### config.mk
export PLATFORM = sky130hd
export DESIGN_NAME = ifmap_decompressor
export DESIGN_NICKNAME = d
export VERILOG_FILES = /design/src/rtl/ifmap_decompressor.sv
export SDC_FILE = /design/constraint.sdc
export NUM_CORES = 1
export LEC_CHECK = 0
export BUFFER_PORTS_ARGS = -buffer_cell sky130_fd_sc_hd__buf_4
export CAP_MARGIN = 0
export CORE_AREA = 4 4 153 155
export DETAILED_ROUTE_END_ITERATION = 10
export DIE_AREA = 0 0 157 159
export GPL_ROUTABILITY_DRIVEN = 0
export PLACE_DENSITY = 0.82
export SLEW_MARGIN = 25
export SYNTH_ARGS = -nofsm -noshare
export SYNTH_HDL_FRONTEND = slang
export SYNTH_SLANG_ARGS = --single-unit
export TNS_END_PERCENT = 100
### constraint.sdc
create_clock -name clk -period 11.45 [get_ports clk]
set_input_delay 1.7175 -clock clk [delete_from_list [all_inputs] [get_ports clk]]
set_output_delay 1.7175 -clock clk [all_outputs]
set_load 0.005 [all_outputs]
### src/rtl/ifmap_decompressor.sv
// ifmap_decompressor
// Zero-run-length decoder feeding the ifmap buffer with dense packets.
// Each 64-bit compressed word holds TOKENS_PER_WORD 16-bit tokens
// {zero_run[15:8], value[7:0]}. A token expands to zero_run zeros and then
// one value. Exactly total_elements elements are emitted per layer, packed
// PACKET_SIZE at a time, and then done is raised.
//
// Ports:
//   clk, rst                 clock, synchronous active-high reset
//   start, total_elements    layer start pulse and element count (sampled on start)
//   cmp_data/valid/ready     compressed word input handshake
//   global_buffer_req        consumer request
//   decompressor_ack         packet offered (== packet_valid)
//   decompressed_fifo_packet {data[PACKET_SIZE*ELEM_WIDTH-1:0], valid_mask[PACKET_SIZE-1:0], packet_valid}
//                            element k sits in data[8k+7:8k]; slots outside valid_mask read as 0
//   done                     all elements of the layer transferred
//   zero_count, token_count  performance counters
//
// Optional feature macro: DECOMP_PERF_CNT_EN builds the saturating performance
// counters; without it zero_count and token_count are tied to 0.

`ifndef IFMP_DATA_SIZE
`define IFMP_DATA_SIZE 8
`endif

module ifmap_decompressor #(
    parameter int TOKENS_PER_WORD = 4,
    parameter int PACKET_SIZE     = `IFMP_DATA_SIZE,
    parameter int ELEM_WIDTH      = 8,
    parameter int CNT_WIDTH       = 20
) (
    input  logic                                      clk,
    input  logic                                      rst,
    input  logic                                      start,
    input  logic [CNT_WIDTH-1:0]                      total_elements,
    input  logic [TOKENS_PER_WORD*16-1:0]             cmp_data,
    input  logic                                      cmp_valid,
    output logic                                      cmp_ready,
    input  logic                                      global_buffer_req,
    output logic                                      decompressor_ack,
    output logic [PACKET_SIZE*ELEM_WIDTH+PACKET_SIZE:0] decompressed_fifo_packet,
    output logic                                      done,
    output logic [31:0]                               zero_count,
    output logic [31:0]                               token_count
);

    localparam int TIDX_W = $clog2(TOKENS_PER_WORD);
    localparam int FILL_W = 5;

    typedef enum logic [2:0] {S_IDLE, S_LOAD, S_ZERO, S_VALUE, S_FLUSH, S_DONE} state_t;

    state_t                                   state_q;
    logic [TOKENS_PER_WORD*16-1:0]            word_q;
    logic [TIDX_W-1:0]                        tok_idx_q;
    logic [7:0]                               zeros_left_q;
    logic [CNT_WIDTH-1:0]                     remaining_q;
    logic [FILL_W-1:0]                        fill_q;
    logic [PACKET_SIZE-1:0][ELEM_WIDTH-1:0]   asm_q;
    logic [PACKET_SIZE*ELEM_WIDTH-1:0]        out_data_q;
    logic [PACKET_SIZE-1:0]                   out_mask_q;
    logic                                     out_valid_q;
    logic                                     done_q;

    // Current token fields and the run length of the following token
    logic [TIDX_W-1:0]     tok_nx;
    logic [7:0]            cur_run;
    logic [ELEM_WIDTH-1:0] cur_val;
    logic [7:0]            nxt_run;
    logic                  last_tok;

    assign tok_nx   = tok_idx_q + 1'b1;
    assign cur_run  = word_q[tok_idx_q*16+8 +: 8];
    assign cur_val  = word_q[tok_idx_q*16 +: ELEM_WIDTH];
    assign nxt_run  = word_q[tok_nx*16+8 +: 8];
    assign last_tok = (tok_idx_q == TIDX_W'(TOKENS_PER_WORD-1));

    // n = min(zeros_left, room, remaining), kept in 5 bits
    logic [FILL_W-1:0]    room;
    logic [FILL_W-1:0]    n_cap;
    logic [FILL_W-1:0]    n;
    logic [FILL_W-1:0]    w;
    logic [FILL_W-1:0]    fill_d;
    logic [CNT_WIDTH-1:0] remaining_d;
    logic                 emitting;
    logic                 pkt_close;
    logic                 out_free;
    logic                 advance;

    assign room  = FILL_W'(PACKET_SIZE) - fill_q;
    assign n_cap = (remaining_q < CNT_WIDTH'(room)) ? remaining_q[FILL_W-1:0] : room;
    assign n     = (zeros_left_q < {3'b000, n_cap}) ? zeros_left_q[FILL_W-1:0] : n_cap;

    always_comb begin
        w = '0;
        if (state_q == S_ZERO)
            w = n;
        else if (state_q == S_VALUE)
            w = FILL_W'(1);
    end

    assign fill_d      = fill_q + w;
    assign remaining_d = remaining_q - CNT_WIDTH'(w);
    assign emitting    = (state_q == S_ZERO) || (state_q == S_VALUE);
    // A write that completes a packet needs the output register free this edge
    assign pkt_close   = emitting && ((fill_d == FILL_W'(PACKET_SIZE)) || (remaining_d == '0));
    assign out_free    = !out_valid_q || global_buffer_req;
    assign advance     = emitting && !(pkt_close && !out_free);

    // Prefetch on the last token only when the layer is not ending on it
    assign cmp_ready = (state_q == S_LOAD) ||
                       ((state_q == S_VALUE) && last_tok && advance && (remaining_d != '0));

    // Per-slot assembly update and the packet image for the output register
    logic [PACKET_SIZE-1:0][ELEM_WIDTH-1:0] asm_d;
    logic [PACKET_SIZE-1:0][ELEM_WIDTH-1:0] pkt_data_d;
    logic [PACKET_SIZE-1:0]                 mask_d;

    for (genvar gi = 0; gi < PACKET_SIZE; gi++) begin : g_slot
        logic in_range;
        assign in_range       = (FILL_W'(gi) >= fill_q) && (FILL_W'(gi) < fill_d);
        assign asm_d[gi]      = in_range ? ((state_q == S_VALUE) ? cur_val : '0) : asm_q[gi];
        assign mask_d[gi]     = FILL_W'(gi) < fill_d;
        assign pkt_data_d[gi] = mask_d[gi] ? asm_d[gi] : '0;
    end

    always_ff @(posedge clk) begin
        if (rst) begin
            state_q      <= S_IDLE;
            word_q       <= '0;
            tok_idx_q    <= '0;
            zeros_left_q <= '0;
            remaining_q  <= '0;
            fill_q       <= '0;
            asm_q        <= '0;
            out_data_q   <= '0;
            out_mask_q   <= '0;
            out_valid_q  <= 1'b0;
            done_q       <= 1'b0;
        end else if (start) begin
            word_q       <= '0;
            tok_idx_q    <= '0;
            zeros_left_q <= '0;
            remaining_q  <= total_elements;
            fill_q       <= '0;
            asm_q        <= '0;
            out_data_q   <= '0;
            out_mask_q   <= '0;
            out_valid_q  <= 1'b0;
            done_q       <= (total_elements == '0);
            state_q      <= (total_elements == '0) ? S_DONE : S_LOAD;
        end else begin
            if (out_valid_q && global_buffer_req)
                out_valid_q <= 1'b0;

            case (state_q)
                S_LOAD: begin
                    if (cmp_valid) begin
                        word_q       <= cmp_data;
                        tok_idx_q    <= '0;
                        zeros_left_q <= cmp_data[15:8];
                        state_q      <= (cmp_data[15:8] != 8'd0) ? S_ZERO : S_VALUE;
                    end
                end
                S_ZERO, S_VALUE: begin
                    if (advance) begin
                        asm_q       <= asm_d;
                        remaining_q <= remaining_d;
                        fill_q      <= fill_d;
                        if (pkt_close) begin
                            out_data_q  <= pkt_data_d;
                            out_mask_q  <= mask_d;
                            out_valid_q <= 1'b1;
                            fill_q      <= '0;
                        end
                        if (state_q == S_ZERO) begin
                            zeros_left_q <= zeros_left_q - {3'b000, n};
                            if (zeros_left_q == {3'b000, n})
                                state_q <= S_VALUE;
                        end else if (!last_tok) begin
                            tok_idx_q    <= tok_nx;
                            zeros_left_q <= nxt_run;
                            state_q      <= (nxt_run != 8'd0) ? S_ZERO : S_VALUE;
                        end else if (cmp_valid) begin
                            word_q       <= cmp_data;
                            tok_idx_q    <= '0;
                            zeros_left_q <= cmp_data[15:8];
                            state_q      <= (cmp_data[15:8] != 8'd0) ? S_ZERO : S_VALUE;
                        end else begin
                            state_q <= S_LOAD;
                        end
                        // End of layer overrides any token bookkeeping above
                        if (remaining_d == '0)
                            state_q <= S_FLUSH;
                    end
                end
                S_FLUSH: begin
                    if (out_free) begin
                        if (fill_q != '0) begin
                            out_data_q  <= pkt_data_d;
                            out_mask_q  <= mask_d;
                            out_valid_q <= 1'b1;
                            fill_q      <= '0;
                        end else begin
                            state_q <= S_DONE;
                            done_q  <= 1'b1;
                        end
                    end
                end
                default: ;
            endcase
        end
    end

    assign decompressor_ack         = out_valid_q;
    assign decompressed_fifo_packet = {out_data_q, out_mask_q, out_valid_q};
    assign done                     = done_q;

`ifdef DECOMP_PERF_CNT_EN
    logic [31:0] zero_cnt_q;
    logic [31:0] token_cnt_q;
    logic [32:0] zero_sum;

    assign zero_sum = {1'b0, zero_cnt_q} + 33'(n);

    always_ff @(posedge clk) begin
        if (rst || start) begin
            zero_cnt_q  <= '0;
            token_cnt_q <= '0;
        end else if (advance) begin
            if (state_q == S_ZERO)
                zero_cnt_q <= zero_sum[32] ? 32'hFFFF_FFFF : zero_sum[31:0];
            if ((state_q == S_VALUE) && (token_cnt_q != 32'hFFFF_FFFF))
                token_cnt_q <= token_cnt_q + 32'd1;
        end
    end

    assign zero_count  = zero_cnt_q;
    assign token_count = token_cnt_q;
`else
    assign zero_count  = 32'd0;
    assign token_count = 32'd0;
`endif

endmodule

==> reports/qor.txt, run 1 <==
crit-path most repeated cell - ha_1
Layout Skew - 0.0248 ns
nets - 1658
worst-margin pin slew - 1.06 ns
DR vias/cell - 6.26
hold buffers post-CTS - 0
Slowest-stage cell, CP - o211ai_1
Max Freq - 108 MHz
post-synthesis cell count - 1441
largest area contributor in the netlist - dfxtp_1
internal power - 0.00139 W
hold depth - 2
overall die width - 157 um
vias in the first global route - 10800
P per Cell Area - 129 nW/um^2
DRC - 0
Crit path arrival time - 7.58 ns
Synth Register Bits - 240
GRT Total Usage - 26.9%
Worst VDD drop - 0.0951 mV
fin area - 14500 um^2
Critical Path Source Type - flop
WL final - 35400 um
Placement Rows - 54
CTS buffer count - 25
Starting Density - 58.0%
critical path class - flop to output pin
ys flop type - dfxtp_1
crit path max fanout - 10
Final Hold Viols - 0
synth top area cells - dfxtp_1, mux2i_1, a21oi_1, o21ai_0, nand3_1
Slew Viols, Final - 0
CTS clk-pin slew, worst paths - 0.07 ns
sequential area share after synthesis - 38.0%
Yosys cell types - 81
Mean Syn Cell Area - 8.78 um^2
fin worst setup slack - 2.15 ns
Logic pwr share - 10.6%
Slew headroom - 29.5%
initial antenna violation count - 0
clock root buffer master - clkbuf_16
die height - 159 um
Synth Warn # - 0
Final period util - 81.2%
via count - 11500
FF-to-FF setup slack - 3.07 ns
Pre-antenna DRT Iters - 6
dpl cell area - 13700 um^2
Leak Pwr - 5.56 nW
switching pwr - 0.000477 W
Num Clock Sinks - 240
drt wl/cell - 19.2 um
Port Buffer Count - 164
pre-CTS setup slack - 2.83 ns
area grow syn2layout - 14.7%
Core Region - 21800 um^2
CTS Buffer Depth - 3
depth of the worst register-to-register path - 29
status - complete, no violations
ys async rst share - 0%
Reg power frac - 46.2%
RSZ-0062 raised after global routing - false
Core Util, Final - 66.5%
final-report setup violation count - 0
DP Wirelength - 24300 um
most common cell in the netlist - dfxtp_1
Synth Cell Area - 12700 um^2
setup_tns - 0 ns
initial DRC count - 1268
Post-synth EDFFs - 0
CP Data Required Time - 9.73 ns
largest net degree at the start of global routing - 88
post-route ant nets - 0
Post-CTS Setup Bufs - 0
Slowest Stage Delay on Critical Path - 0.63 ns
Die Area - 25000 um^2
layout cells sized above 1 - 18.8%
endpoint type of the worst setup path - output pin
# resized after CTS - 0
worst hold path type - flop to flop
Clk pwr share - 43.1%
Net Sw Frac - 25.6%
first-pass GRT wire length - 56500 um
CTS H-tree depth - 1
worst skew pair latency - 0.53 ns
minimum clock period - 9.30 ns
grt ovf - 0
Synth top area share - 38.0%
max-cap violations - 0
top cells by count, synth - dfxtp_1, a21oi_1, o21ai_0, nand3_1, nand2_1
n_diodes - 0
Top-Level Pins - 229
CTS tree - built
## cell type report
type                       instances  area, um^2
clock buffer                      34         719
clock inverter                    11        97.6
fill                            1781        7300
inverter                          26        97.6
multi-input combinational       1066        7100
sequential                       240        4800
tap                              280         350
timing repair buffer             180        1360
## per-stage QoR
step                hold slack, ns  cells  total power, W
finish                       0.454   1837         0.00187
global route                 0.473   1837         0.00193
CTS                          0.454   1837         0.00187
detailed placement           0.446   1792         0.00107
global placement             0.441   1791         0.00107
floorplan                    0.432   1504         0.00103
## flip-flops by register name, summed over array words and instances (netlist names)
name,count
decompressor_ack,1
fill_q,5
asm_q,64
remaining_q,20
zeros_left_q,8
state_q,3
done,1
out_data_q,64
tok_idx_q,2
word_q,64
out_mask_q,8
## cells by family after synthesis
| kind of cell | share of synthesized area, % |
|---|---|
| buf+inv | 8.41 |
| simple gates | 16.4 |
| xor+xnor | 1.11 |
| mux | 10.3 |
| compound gates | 22.7 |
| flops | 38.0 |
| fa+ha+maj | 3.14 |
| other cells | 0.0296 |
## worst max-delay path: cells and delay by family, from the launching register on
kind | cells | cell delay [ns]
AOI/OAI and AO/OA | 8 | 2.29
xor gates and xnor gates | 2 | 0.52
adders and majority gates | 5 | 1.12
buffers and inverters | 3 | 0.37
DFF | 1 | 0.46
muxes | 1 | 0.41
and+or+nand+nor | 9 | 1.86
## final timing paths
kind,startpoint,end
setup reg to reg,fill_q[0],word_q[24]
setup / recovery,fill_q[0],cmp_ready
hold reg to reg,asm_q[59],asm_q[59]
hold / removal,asm_q[59],asm_q[59]
## cells in the final DEF (no fill, tap or decap), types with 5 or more instances in the layout
master | synthesis | routed
o31a_1 | 8 | 8
o22ai_1 | 5 | 5
nor4_1 | 13 | 13
clkbuf_8 | 0 | 6
o21ai_1 | 7 | 6
clkbuf_16 | 0 | 25
or3_1 | 9 | 9
nand2b_1 | 15 | 15
a32o_1 | 25 | 25
nor2_1 | 69 | 66
mux2i_1 | 73 | 73
o2111ai_1 | 5 | 5
dfxtp_1 | 240 | 240
o21a_1 | 9 | 9
nand2_1 | 88 | 88
xor2_1 | 8 | 8
buf_4 | 74 | 179
a21o_1 | 14 | 14
o31ai_1 | 6 | 6
xnor2_1 | 8 | 8
nand3_1 | 125 | 125
nand4_1 | 9 | 9
a311oi_1 | 13 | 12
mux2_2 | 19 | 19
o21ai_0 | 130 | 130
conb_1 | 1 | 64
inv_1 | 26 | 26
a21oi_1 | 130 | 130
mux4_2 | 16 | 16
a211oi_1 | 13 | 13
o2bb2ai_1 | 41 | 41
nor3_1 | 15 | 14
and2_1 | 8 | 8
ha_1 | 27 | 27
and3_1 | 20 | 20
## per-layer routing
layer	vias up	GRT usage [%]	part of all wire [%]	routed length, um
met2	588	43.0	46	16400
met1	5439	37.4	41	14600
met3	82	4.48	9.1	3230
li1	5388	-	-	-
met4	0	8.32	3.1	1090
met5	-	0	0	0
## power groups by stage
stage | logic [W] | clock network (W) | registers [W]
final | 0.000199 | 0.000805 | 0.000863
after global routing | 0.000219 | 0.000845 | 0.000864
after CTS | 0.000194 | 0.000814 | 0.000862
after floorplan | 0.000152 | 0 | 0.000874
after global placement | 0.000189 | 0 | 0.000880
after detailed placement | 0.000193 | 0 | 0.000881
Power figures use the tool's default switching activity.
==> run 2: changes to the inputs <==
Settings changed: CORE_AREA 4 4 153 155 to 4 4 155 157, DIE_AREA 0 0 157 159 to 0 0 159 161, PLACE_DENSITY 0.82 to 0.8.
Clock period 11.45 ns to 8.9 ns, I/O delays scaled along.
==> run 2 against run 1 <==
Power grew 33%. Sequential cell count is the same. Non-clock buffer count grew 8. Clock skew shrank 0.0076 ns. Sequential share of layout area shrank 0.33 points. Wire length grew 0.41%. Final cell count grew 0.82%. Utilization shrank 1.4 points. Clock-buffer cell count grew 4.
==> reports/qor.txt, run 2 (synthesis results as in run 1) <==
status - complete, no violations
Die Area - 25600 um^2
Slowest Stage Delay on Critical Path - 0.56 ns
Crit path arrival time - 7.19 ns
overall die width - 159 um
internal power - 0.00187 W
Hold WS - 0.460 ns
crit path max fanout - 10
setup_tns - 0 ns
grt met1 use - 35.1%
reg2reg start - fill_q[0]
die height - 161 um
Top-Level Pins - 229
CTS Buffer Depth - 3
critical path class - flop to output pin
Slew headroom - 28.7%
hold_sp - asm_q[61]
GRT Total Usage - 26.1%
Max Freq - 117 MHz
biggest regs - asm_q: 64 flops, out_data_q: 64 flops, word_q: 64 flops
Placement Rows - 55
largest net degree at the start of global routing - 79
Starting Density - 56.2%
CTS H-tree depth - 1
multi-input logic area - 7090 um^2
Num Clock Sinks - 240
WL final - 35500 um
met3 Use GR - 4.82%
fin worst setup slack - 0.377 ns
Slew Viols, Final - 0
busiest layer in global routing - met2
Port Buffer Count - 164
CTS clk-pin slew, worst paths - 0.06 ns
Leak Pwr - 5.64 nW
Hold Path Sink - asm_q[61]
Core Region - 22500 um^2
Final Hold Viols - 0
DP Wirelength - 24400 um
worst skew pair latency - 0.53 ns
GR Layer Usage met2 - 43.3%
vias in the first global route - 10800
drt wl/cell - 19.2 um
Reg power frac - 44.6%
initial antenna violation count - 0
post-route ant nets - 0
Worst VDD drop - 0.135 mV
area grow syn2layout - 15.9%
crit-path most repeated cell - ha_1
endpoint type of the worst setup path - output pin
DR vias/cell - 6.19
layout cells sized above 1 - 19.5%
Critical Path Source Type - flop
Slowest-stage cell, CP - fa_1
register area - 4800 um^2
FF-to-FF setup slack - 0.98 ns
Pre-antenna DRT Iters - 6
hold depth - 2
commonest non-fill, non-tap cell in the layout - dfxtp_1
clock root buffer master - clkbuf_16
P per Cell Area - 170 nW/um^2
worst hold path type - flop to flop
worst r2r dst - word_q[8]
DRC - 0
CP Data Required Time - 7.57 ns
CTS buffer count - 26
Layout Skew - 0.0172 ns
placed cells - 1801
Net Sw Frac - 24.7%
commonest cells after routing, fill and taps aside - dfxtp_1, buf_4, o21ai_0
Finished Layout Cells - 1852
Final period util - 95.8%
nets - 1667
worst-margin pin slew - 1.06 ns
fillers - 1871
minimum clock period - 8.52 ns
first-pass GRT wire length - 56500 um
n_diodes - 0
switching pwr - 0.000615 W
via count - 11500
depth of the worst register-to-register path - 33
Logic pwr share - 10.5%
initial DRC count - 1031
Clk pwr share - 44.9%
grt ovf - 0
CTS tree - built
max-cap violations - 0
final-report setup violation count - 0
pre-CTS setup slack - 0.666 ns
-- run 2: timing repair --
action,in CTS,in global routing
endpoints found under the setup margin,0,111
gates resized for setup,0,5
buffers inserted,0,4
hold buffers,0,0
-- run 2: worst max-delay path: cells and delay by family, from the launching register on --
family / cells / cell delay, ns
adder cells (fa/ha/maj): 5 / 1.64
flip-flops: 1 / 0.48
buffers and inverters: 5 / 0.71
AO/OA/AOI/OAI: 10 / 2.02
AND/OR/NAND/NOR: 8 / 1.61
XOR/XNOR: 1 / 0.19
-- run 2: layout make-up --
cell class | count | share of cell area (%)
tap | 285 | 2.43
inverter | 26 | 0.665
clock inverter | 9 | 0.717
sequential | 240 | 32.8
clock buffer | 38 | 5.43
multi-input combinational | 1066 | 48.4
timing repair buffer | 188 | 9.62
-- run 2: worst max path at each step --
stage          cells after the start  slack (ns)         to  startpoint
6_report                          29        0.38  cmp_ready   fill_q[0]
5_1_grt                           29       -0.01  cmp_ready   fill_q[0]
4_1_cts                           27        0.09  cmp_ready   fill_q[0]
3_5_place_dp                      27        0.67  cmp_ready   fill_q[0]
3_3_place_gp                      26        0.98  cmp_ready   fill_q[0]
2_1_floorplan                     27        1.76  cmp_ready   fill_q[1]
-- run 2: power by group through the flow --
stage | Combinational (W) | Clock, W | Sequential (W)
6_report | 0.000260 | 0.00112 | 0.00111
5_1_grt | 0.000285 | 0.00117 | 0.00111
4_1_cts | 0.000251 | 0.00113 | 0.00111
3_5_place_dp | 0.000249 | 0 | 0.00113
3_3_place_gp | 0.000245 | 0 | 0.00113
2_1_floorplan | 0.000195 | 0 | 0.00112
-- run 2: stage by stage --
step / cell area, um^2 / total power, W / util (%)
final: 14700 / 0.00249 / 65.2
after global routing: 14700 / 0.00256 / 65.2
after CTS: 14600 / 0.00249 / 65.0
after detailed placement: 13700 / 0.00138 / 61.0
after global placement: 13700 / 0.00138 / 61.0
after floorplan: 12900 / 0.00132 / -
-- run 2: layer usage --
metal	vias up	part of all wire, %
li1	5409	-
met1	5421	41
met2	558	48
met3	70	8.7
met4	0	2.5
met5	-	0
